File: src/rtl/u_xmit_arb.sv
// u_xmit_arb - four-port round-robin scheduler in front of the UART transmitter.
//
// Takes requests from four clients, picks one with a rotating pointer, hands
// its byte to the transmitter (xmitH / xmit_dataH), and follows the
// transmitter's idle level (xmit_doneH) through one frame before it serves
// the next client.
//
// Ports
//   sys_clk     in   clock, rising edge
//   sys_rst_l   in   asynchronous active-low reset
//   req_h       in   [3:0]  per-requester request level
//   req_data_h  in   [31:0] requester n byte on [8n+7:8n]
//   grant_h     out  [3:0]  one-cycle pulse, winner's byte accepted
//   done_h      out  [3:0]  one-cycle pulse, winner's frame finished
//   timeout_h   out  one-cycle pulse, frame aborted by the watchdog
//   busy_h      out  high while not idle
//   xmitH       out  start strobe to the transmitter
//   xmit_dataH  out  [7:0]  byte to the transmitter
//   xmit_doneH  in   transmitter idle level
//
// Build option: define ARB_TIMEOUT_EN to add the frame watchdog
// (TIMEOUT_CYCLES, 2..65535). Without it timeout_h is held at 0.
//
// state        | meaning
// ARB_IDLE     | waiting for an idle transmitter and a request
// ARB_LOAD     | one cycle: strobe the transmitter, pulse the grant
// ARB_WAITBUSY | waiting for the transmitter to go busy
// ARB_WAITDONE | waiting for the transmitter to return to idle

module u_xmit_arb #(
  parameter int unsigned TIMEOUT_CYCLES = 4096
) (
  input  logic        sys_clk,
  input  logic        sys_rst_l,
  input  logic [3:0]  req_h,
  input  logic [31:0] req_data_h,
  output logic [3:0]  grant_h,
  output logic [3:0]  done_h,
  output logic        timeout_h,
  output logic        busy_h,
  output logic        xmitH,
  output logic [7:0]  xmit_dataH,
  input  logic        xmit_doneH
);

  typedef enum logic [1:0] {
    ARB_IDLE     = 2'd0,
    ARB_LOAD     = 2'd1,
    ARB_WAITBUSY = 2'd2,
    ARB_WAITDONE = 2'd3
  } arb_state_t;

  arb_state_t r_state;
  arb_state_t w_next;
  logic [1:0] r_sel;
  logic [1:0] r_rr_ptr;
  logic [7:0] r_data;
  logic       w_found;
  logic [1:0] w_win;
  logic       w_start;
  logic       w_frame_end;
  logic       w_wd_hit;

  // Search rr_ptr, rr_ptr+1, ... modulo 4. The loop runs from the farthest
  // offset down so the nearest asserted request is the last one written.
  always_comb begin
    w_found = 1'b0;
    w_win   = r_rr_ptr;
    for (int i = 3; i >= 0; i--) begin
      if (req_h[r_rr_ptr + 2'(i)]) begin
        w_found = 1'b1;
        w_win   = r_rr_ptr + 2'(i);
      end
    end
  end

`ifdef ARB_TIMEOUT_EN
  logic [15:0] r_wd_cnt;

  // Cleared while loading so the count starts at 0 on ARB_WAITBUSY entry.
  always_ff @(posedge sys_clk or negedge sys_rst_l) begin
    if (!sys_rst_l) begin
      r_wd_cnt <= 16'd0;
    end else if (r_state == ARB_LOAD) begin
      r_wd_cnt <= 16'd0;
    end else if (r_state == ARB_WAITBUSY || r_state == ARB_WAITDONE) begin
      r_wd_cnt <= r_wd_cnt + 16'd1;
    end
  end

  assign w_wd_hit = (r_wd_cnt == 16'(TIMEOUT_CYCLES - 1));
`else
  // No watchdog: the compare folds to 0 for every legal TIMEOUT_CYCLES.
  assign w_wd_hit = (TIMEOUT_CYCLES == 0);
`endif

  always_comb begin
    w_next    = r_state;
    grant_h   = 4'b0000;
    done_h    = 4'b0000;
    timeout_h = 1'b0;
    xmitH     = 1'b0;
    busy_h    = (r_state != ARB_IDLE);
    case (r_state)
      ARB_IDLE: begin
        if (xmit_doneH && w_found) w_next = ARB_LOAD;
      end
      ARB_LOAD: begin
        xmitH          = 1'b1;
        grant_h[r_sel] = 1'b1;
        w_next         = ARB_WAITBUSY;
      end
      ARB_WAITBUSY: begin
        if (w_wd_hit) begin
          timeout_h = 1'b1;
          w_next    = ARB_IDLE;
        end else if (!xmit_doneH) begin
          w_next = ARB_WAITDONE;
        end
      end
      ARB_WAITDONE: begin
        // A completion on the watchdog's last cycle still counts as done.
        if (xmit_doneH) begin
          done_h[r_sel] = 1'b1;
          w_next        = ARB_IDLE;
        end else if (w_wd_hit) begin
          timeout_h = 1'b1;
          w_next    = ARB_IDLE;
        end
      end
      default: w_next = ARB_IDLE;
    endcase
  end

  assign w_start     = (r_state == ARB_IDLE) && (w_next == ARB_LOAD);
  assign w_frame_end = (done_h != 4'b0000) || timeout_h;
  assign xmit_dataH  = r_data;

  always_ff @(posedge sys_clk or negedge sys_rst_l) begin
    if (!sys_rst_l) begin
      r_state  <= ARB_IDLE;
      r_sel    <= 2'd0;
      r_rr_ptr <= 2'd0;
      r_data   <= 8'h00;
    end else begin
      r_state <= w_next;
      if (w_start) begin
        r_sel  <= w_win;
        r_data <= req_data_h[{w_win, 3'b000} +: 8];
      end
      // The served requester drops to lowest priority for the next pick.
      if (w_frame_end) r_rr_ptr <= r_sel + 2'd1;
    end
  end

endmodule
File: config.mk
export PLATFORM = sky130hd
export DESIGN_NAME = u_xmit_arb
export DESIGN_NICKNAME = d
export VERILOG_FILES = /design/src/rtl/u_xmit_arb.sv
export SDC_FILE = /design/constraint.sdc
export NUM_CORES = 1
export LEC_CHECK = 0
export BUFFER_PORTS_ARGS = -buffer_cell sky130_fd_sc_hd__buf_2
export CAP_MARGIN = 20
export CORE_MARGIN = 3
export CORE_UTILIZATION = 35
export CTS_CLUSTER_DIAMETER = 50
export DETAILED_ROUTE_END_ITERATION = 6
export PLACE_DENSITY = 0.65
export SLEW_MARGIN = 40
export SYNTH_ARGS = -nofsm -noshare
export SYNTH_HDL_FRONTEND = slang
export SYNTH_SLANG_ARGS = --single-unit
File: constraint.sdc
create_clock -name sys_clk -period 2.6 [get_ports sys_clk]
set_input_delay 0.52 -clock sys_clk [delete_from_list [all_inputs] [get_ports sys_clk]]
set_output_delay 0.52 -clock sys_clk [all_outputs]
set_load 0.03 [all_outputs]
==> reports/qor.csv, run 1 <==
metric,value,unit
Final period util,75.3,%
Fin. Hold Viols,0,
largest cells by area after synthesis,"dfrtp_1 33%, mux2i_1 13%, a221oi_2 10%",
Slew Limit Headroom,62.3,%
Root Buffer,clkbuf_4,
simple-gate share of the synthesized area,17.8,%
RSZ-0062 raised after global routing,no,
Initial Util,37.6,%
total power,1.36,mW
vias post-DR,1005,
Peak VDD IR,536,µV
met2 GRT Util,26.0,%
number of remaining DRC errors,0,
adder and majority gate portion of the synthesized area,4.74,%
first-pass GRT wire length,4.06,mm
CTS max path bufs,2,
Die W,60.9,µm
CTS Buf Count,3,
Power Density,978,nW/µm²
post-synth top area share,33.2,%
filler instances,279,
Cells after Synth,105,
"Hold-fix buffers, CTS",0,
min Tclk post-route,1.96,ns
worst path arrival time,2.10,ns
Synth Register Bits,14,
main combinational cell family by area after synthesis,compound AO/OA/AOI/OAI gates,
Pins Over Slew Limit,0,
Placed Cells,189,
utilization after layout,49.4,%
Worst R2R End,xmit_dataH[7],
f_max,0.511,GHz
GR Util met1,17.1,%
Std-Cell Rows,19,
CTS tree,done,
Tot GR Track Use,14.2,%
via-per-instance ratio,5.21,
worst-margin pin slew,0.566,ns
drt pass-1 iters,4,
largest net degree at the start of global routing,17,
dpl cell area,1350,µm²
Total Nets Final,206,
Worst Skew,0.00580,ns
cell taking the most area after synthesis,dfrtp_1,
reg2reg path depth,4,
DR iter-0 viols,35,
Final HPWL DP,2.03,mm
fin cells,193,
wire length per cell,13.3,µm
Main synth FF type,dfrtp_1,
# setup viols final,0,
die height,60.9,µm
R2R Setup Slk,0.64,ns
layout cell share with drive strength beyond 1,45.7,%
Synth Area in XOR/XNOR,0,%
Routed Antenna Nets,0,
number of synthesized flops with an enable pin,0,
share of async-settable or async-resettable flops after synthesis,100,%
number of buffers inserted by port buffering,56,
origin of the worst setup path,r_state[1],
core box area,2810,µm²
crit end category,flip-flop,
worst-path maximum fanout,11,
clock sinks,14,
yosys warns,0,
initial antenna violation count,0,
max-cap violation count,0,
io pins,58,
routed wire length,2.56,mm
clk slew on worst S/H paths,0.09,ns
Startpoint Class,flip-flop,
kind of critical path,flip-flop to flip-flop,
M3 GR Usage,2.55,%
LEAKAGE,0.717,nW
Final Cell Area,1390,µm²
unique cell type count in the Yosys netlist,33,
outcome,completed,
Die ar.,3710,µm²
post-cts gate resize count,0,
RePlAce Congestion,0.771,
post-CTS setup buffers,0,
Syn Nets,148,
vias in the first global route,1045,
H-tree levels,1,
post-synthesis mux area share,14.4,%
end of the critical path,xmit_dataH[7],
post-synthesis compound-gate area fraction,24.4,%
GRT busiest layer,met2,
syn_area_per_cell,10.0,µm²
Skew-Pair Late Insertion Delay,0.28,ns
Worst EP required,2.74,ns
setup_tns,0,ns
synthesized area,1050,µm²
Layout area overhead,31.4,%
pre-CTS setup slack,0.420,ns
total gr overflow,0,
reg2reg start,r_state[1],
post-synthesis sequential area ratio,33.2,%
antenna fix cells,0,
Worst Slack Setup Final,0.641,ns
worst hold slack,0.122,ns
Worst Hold Class,primary input to async pin,
-- worst max-delay path, cell delays in order, from the launching register on --
cell and delay [ns]:
dfrtp_1 0.41, nor2_1 0.28, o311a_1 0.51, and3_1 0.49, a221oi_2 0.12
-- cells in the mapped netlist (2+ instances only) --
library cell / number
ha_1: 4
o21bai_1: 2
o22ai_1: 2
and3_1: 2
nand3_2: 2
nor2_1: 13
nand2_1: 2
nor3_1: 2
and2_1: 8
inv_1: 6
nor2b_1: 4
buf_4: 2
mux2i_1: 14
a221oi_2: 7
dfrtp_1: 14
a31oi_1: 2
o21ai_0: 3
-- registers in the layout, summed over array words and instances (netlist names) --
signal / count
r_rr_ptr: 2
r_sel: 2
r_state: 2
xmit_dataH: 8
-- layout by cell type (no fill, tap or decap), drive strengths merged, types with 2 or more instances in the layout --
| cell | synthesis | layout |
|---|---|---|
| inv | 6 | 6 |
| nand3 | 2 | 2 |
| a21oi | 2 | 2 |
| mux2i | 14 | 14 |
| nor2b | 4 | 4 |
| o21bai | 2 | 2 |
| a31oi | 2 | 2 |
| and2 | 8 | 8 |
| ha | 4 | 4 |
| buf | 4 | 57 |
| clkbuf | 0 | 4 |
| o21ai | 4 | 4 |
| and3 | 2 | 2 |
| o22ai | 2 | 2 |
| nor3 | 2 | 2 |
| dfrtp | 14 | 14 |
| nor2 | 13 | 13 |
| nand2 | 2 | 2 |
| a221oi | 7 | 7 |
-- area by class of cell --
| class | instances | area (µm²) | share of cell area [%] |
|---|---|---|---|
| multi-input cells | 81 | 651 | 46.9 |
| flip-flops and latches | 14 | 350 | 25.3 |
| repair buffers | 57 | 288 | 20.8 |
| well taps | 31 | 38.8 | 2.80 |
| clock buffers | 4 | 36.3 | 2.62 |
| inverters | 6 | 22.5 | 1.62 |
-- power breakdown --
part | switching (mW) | total (mW) | internal (mW)
Combinational | 0.492 | 0.792 | 0.300
Clock | 0.0734 | 0.159 | 0.0852
Sequential | 0.0827 | 0.405 | 0.323
Total | 0.648 | 1.36 | 0.708
-- logic make-up (layout without fill, tap and decap cells) --
group	after synthesis	after routing
AOI/OAI and AO/OA	26	26
adders and majority gates	4	4
buffers and inverters	10	67
DFF	14	14
muxes	15	15
other	1	1
and+or+nand+nor	35	35
-- how the worst min path moves through the flow --
stage	from	end	slack, ns	cells past startpoint
2_1_floorplan	sys_rst_l	r_rr_ptr[0]	0.22	0
3_3_place_gp	sys_rst_l	r_state[0]	0.44	1
3_5_place_dp	sys_rst_l	r_state[0]	0.45	1
4_1_cts	sys_rst_l	r_state[0]	0.13	1
5_1_grt	sys_rst_l	r_rr_ptr[0]	0.13	1
6_report	sys_rst_l	r_state[0]	0.12	1
-- routing by layer --
layer	wire length (µm)	up-vias
met2	1240	49
met4	0	0
met1	1140	459
met5	0	-
li1	-	497
met3	183	0
Power figures use the tool's default switching activity.
==> inputs of run 2 (changes only) <==
- PLACE_DENSITY: 0.65 -> 0.68
- clock period: 2.6 -> 1.7 ns (I/O delays scaled with it)
==> reports/qor.csv, run 2 (synthesis results as in run 1) <==
metric,value,unit,change
Placed Cells,197,,+4.2%
Total Nets Final,218,,+5.8%
kind of critical path,flip-flop to output port,,
hold_sp,xmit_doneH,,
CP max stage delay,0.39,ns,-0.12 ns
total gr overflow,0,,unchanged
met1 wire length,1.19,mm,+4.9%
DR iter-0 viols,22,,-37%
RSZ-0062 raised after global routing,yes,,
core box area,2810,µm²,unchanged
Worst Hold Class,primary input to flip-flop,,
CTS max path bufs,2,,unchanged
Pins Over Slew Limit,0,,unchanged
layout cell share with drive strength beyond 1,56.3,%,+11 points
"most common cell after layout, fill and taps aside",buf_2,,
die height,60.9,µm,unchanged
wire length per cell,13.4,µm,+1.1%
number of buffers inserted by port buffering,56,,unchanged
CTS tree,done,,
worst-path maximum fanout,3,,-8
clk slew on worst S/H paths,0.09,ns,about the same
worst path cell trace,buf_4 -> ha_1 -> and2_1 -> buf_2,,
antenna fix cells,0,,unchanged
Largest register FFs,8,,unchanged
DR top layer,met4,,
via-per-instance ratio,5.14,,-1.4%
clock sinks,14,,unchanged
Hold EP,r_state[0],,
fin cells,205,,+6.2%
Peak VDD IR,786,µV,+47%
Layout area overhead,47.7,%,
Die W,60.9,µm,unchanged
Power Density,1450,nW/µm²,+48%
outcome,completed,,
io pins,58,,unchanged
reg2reg start,r_rr_ptr[0],,
vias post-DR,1053,,+4.8%
Final period util,97.2,%,
vias in the first global route,1046,,+0.096%
Met3 Routed Length,193,µm,+5.5%
max-cap violation count,0,,unchanged
crit end category,output port,,
Startpoint Class,flip-flop,,
number of remaining DRC errors,0,,unchanged
LEAKAGE,0.777,nW,+8.3%
worst path arrival time,1.31,ns,-0.79 ns
Worst EP required,1.36,ns,-1.38 ns
reg2reg path depth,4,,unchanged
drt pass-1 iters,4,,unchanged
Skew-Pair Late Insertion Delay,0.28,ns,about the same
Root Buffer,clkbuf_4,,
f_max,0.605,GHz,
Fin. Hold Viols,0,,unchanged
Slowest cell on crit path,dfrtp_1,,
utilization after layout,55.5,%,+6.1 points
"commonest non-fill, non-tap cells in the layout","53 x buf_2, 14 x mux2i_1, 13 x nor2_1",,
Routed Antenna Nets,0,,unchanged
worst hold path depth,2,,
routed wire length,2.75,mm,+7.4%
# setup viols final,0,,unchanged
filler instances,244,,-13%
largest net degree at the start of global routing,17,,unchanged
Std-Cell Rows,19,,unchanged
routed wl met2,1.36,mm,+9.4%
Die ar.,3710,µm²,unchanged
Worst R2R End,xmit_dataH[1],,
CTS Buf Count,3,,unchanged
initial antenna violation count,0,,unchanged
R2R Setup Slk,0.09,ns,-0.55 ns
Tot GR Track Use,15.7,%,+1.4 points
Initial Util,37.6,%,unchanged
first-pass GRT wire length,4.40,mm,+8.1%
RePlAce Congestion,0.706,,-8.4%
min Tclk post-route,1.65,ns,
H-tree levels,1,,unchanged
Worst Skew,0.00639,ns,+0.000594 ns
Final HPWL DP,2.19,mm,+7.9%
-- run 2: layout make-up --
class / count / area (µm²) / area share, %
Clock buffer: 4 / 36.3 / 2.33
Inverter: 6 / 22.5 / 1.45
Multi-Input combinational cell: 81 / 694 / 44.6
Sequential cell: 14 / 353 / 22.7
Tap cell: 31 / 38.8 / 2.49
Timing Repair Buffer: 69 / 413 / 26.5
-- run 2: worst max-delay path, delay by kind of cell, from the launching register on --
kind                     cells  cell delay, ns
adder cells (fa/ha/maj)      1            0.19
buffers and inverters        2            0.31
flip-flops                   1            0.39
AND/OR/NAND/NOR              1            0.14
-- run 2: per-stage QoR --
stage	setup WS [ns]	total power, mW	hold WS [ns]	area, µm²	TNS (ns)
finish	0.0484	2.26	0.299	1560	0
global route	-0.0225	2.43	0.325	1560	-0.0788
CTS	0.0226	2.19	0.295	1480	0
detailed placement	-0.149	1.93	0.260	1420	-1.01
global placement	-0.0779	1.89	0.250	1420	-0.581
floorplan	0.0544	1.53	0.0444	1050	0
-- run 2: report_power, final --
group          internal [mW]  switching, mW  total (mW)
Clock                  0.130          0.109       0.239
Combinational          0.584          0.803        1.39
Sequential             0.498          0.131       0.629
Total                   1.21           1.04        2.26
-- run 2: repair_timing --
action,in CTS,in global routing
hold buffers,1,0
setup endpoints to repair,7,13
hold endpoints to repair,14,0
pin swaps,0,3
gates resized for setup,3,14
setup buffers,0,3
-- run 2: metal layers --
metal	vias up	GRT usage (%)
li1	521	-
met1	474	19.1
met2	56	27.8
met3	2	3.40
met4	0	4.02
met5	-	0
-- run 2: worst max-delay path by stage --
| stage | startpoint | end | slack, ns |
|---|---|---|---|
| 2_1_floorplan | r_state[1] | grant_h[0] | 0.05 |
| 3_3_place_gp | req_h[2] | xmit_dataH[0] | -0.08 |
| 3_5_place_dp | req_h[2] | xmit_dataH[7] | -0.15 |
| 4_1_cts | r_sel[1] | done_h[1] | 0.02 |
| 5_1_grt | r_sel[1] | grant_h[1] | -0.02 |
| 6_report | r_sel[1] | done_h[3] | 0.05 |
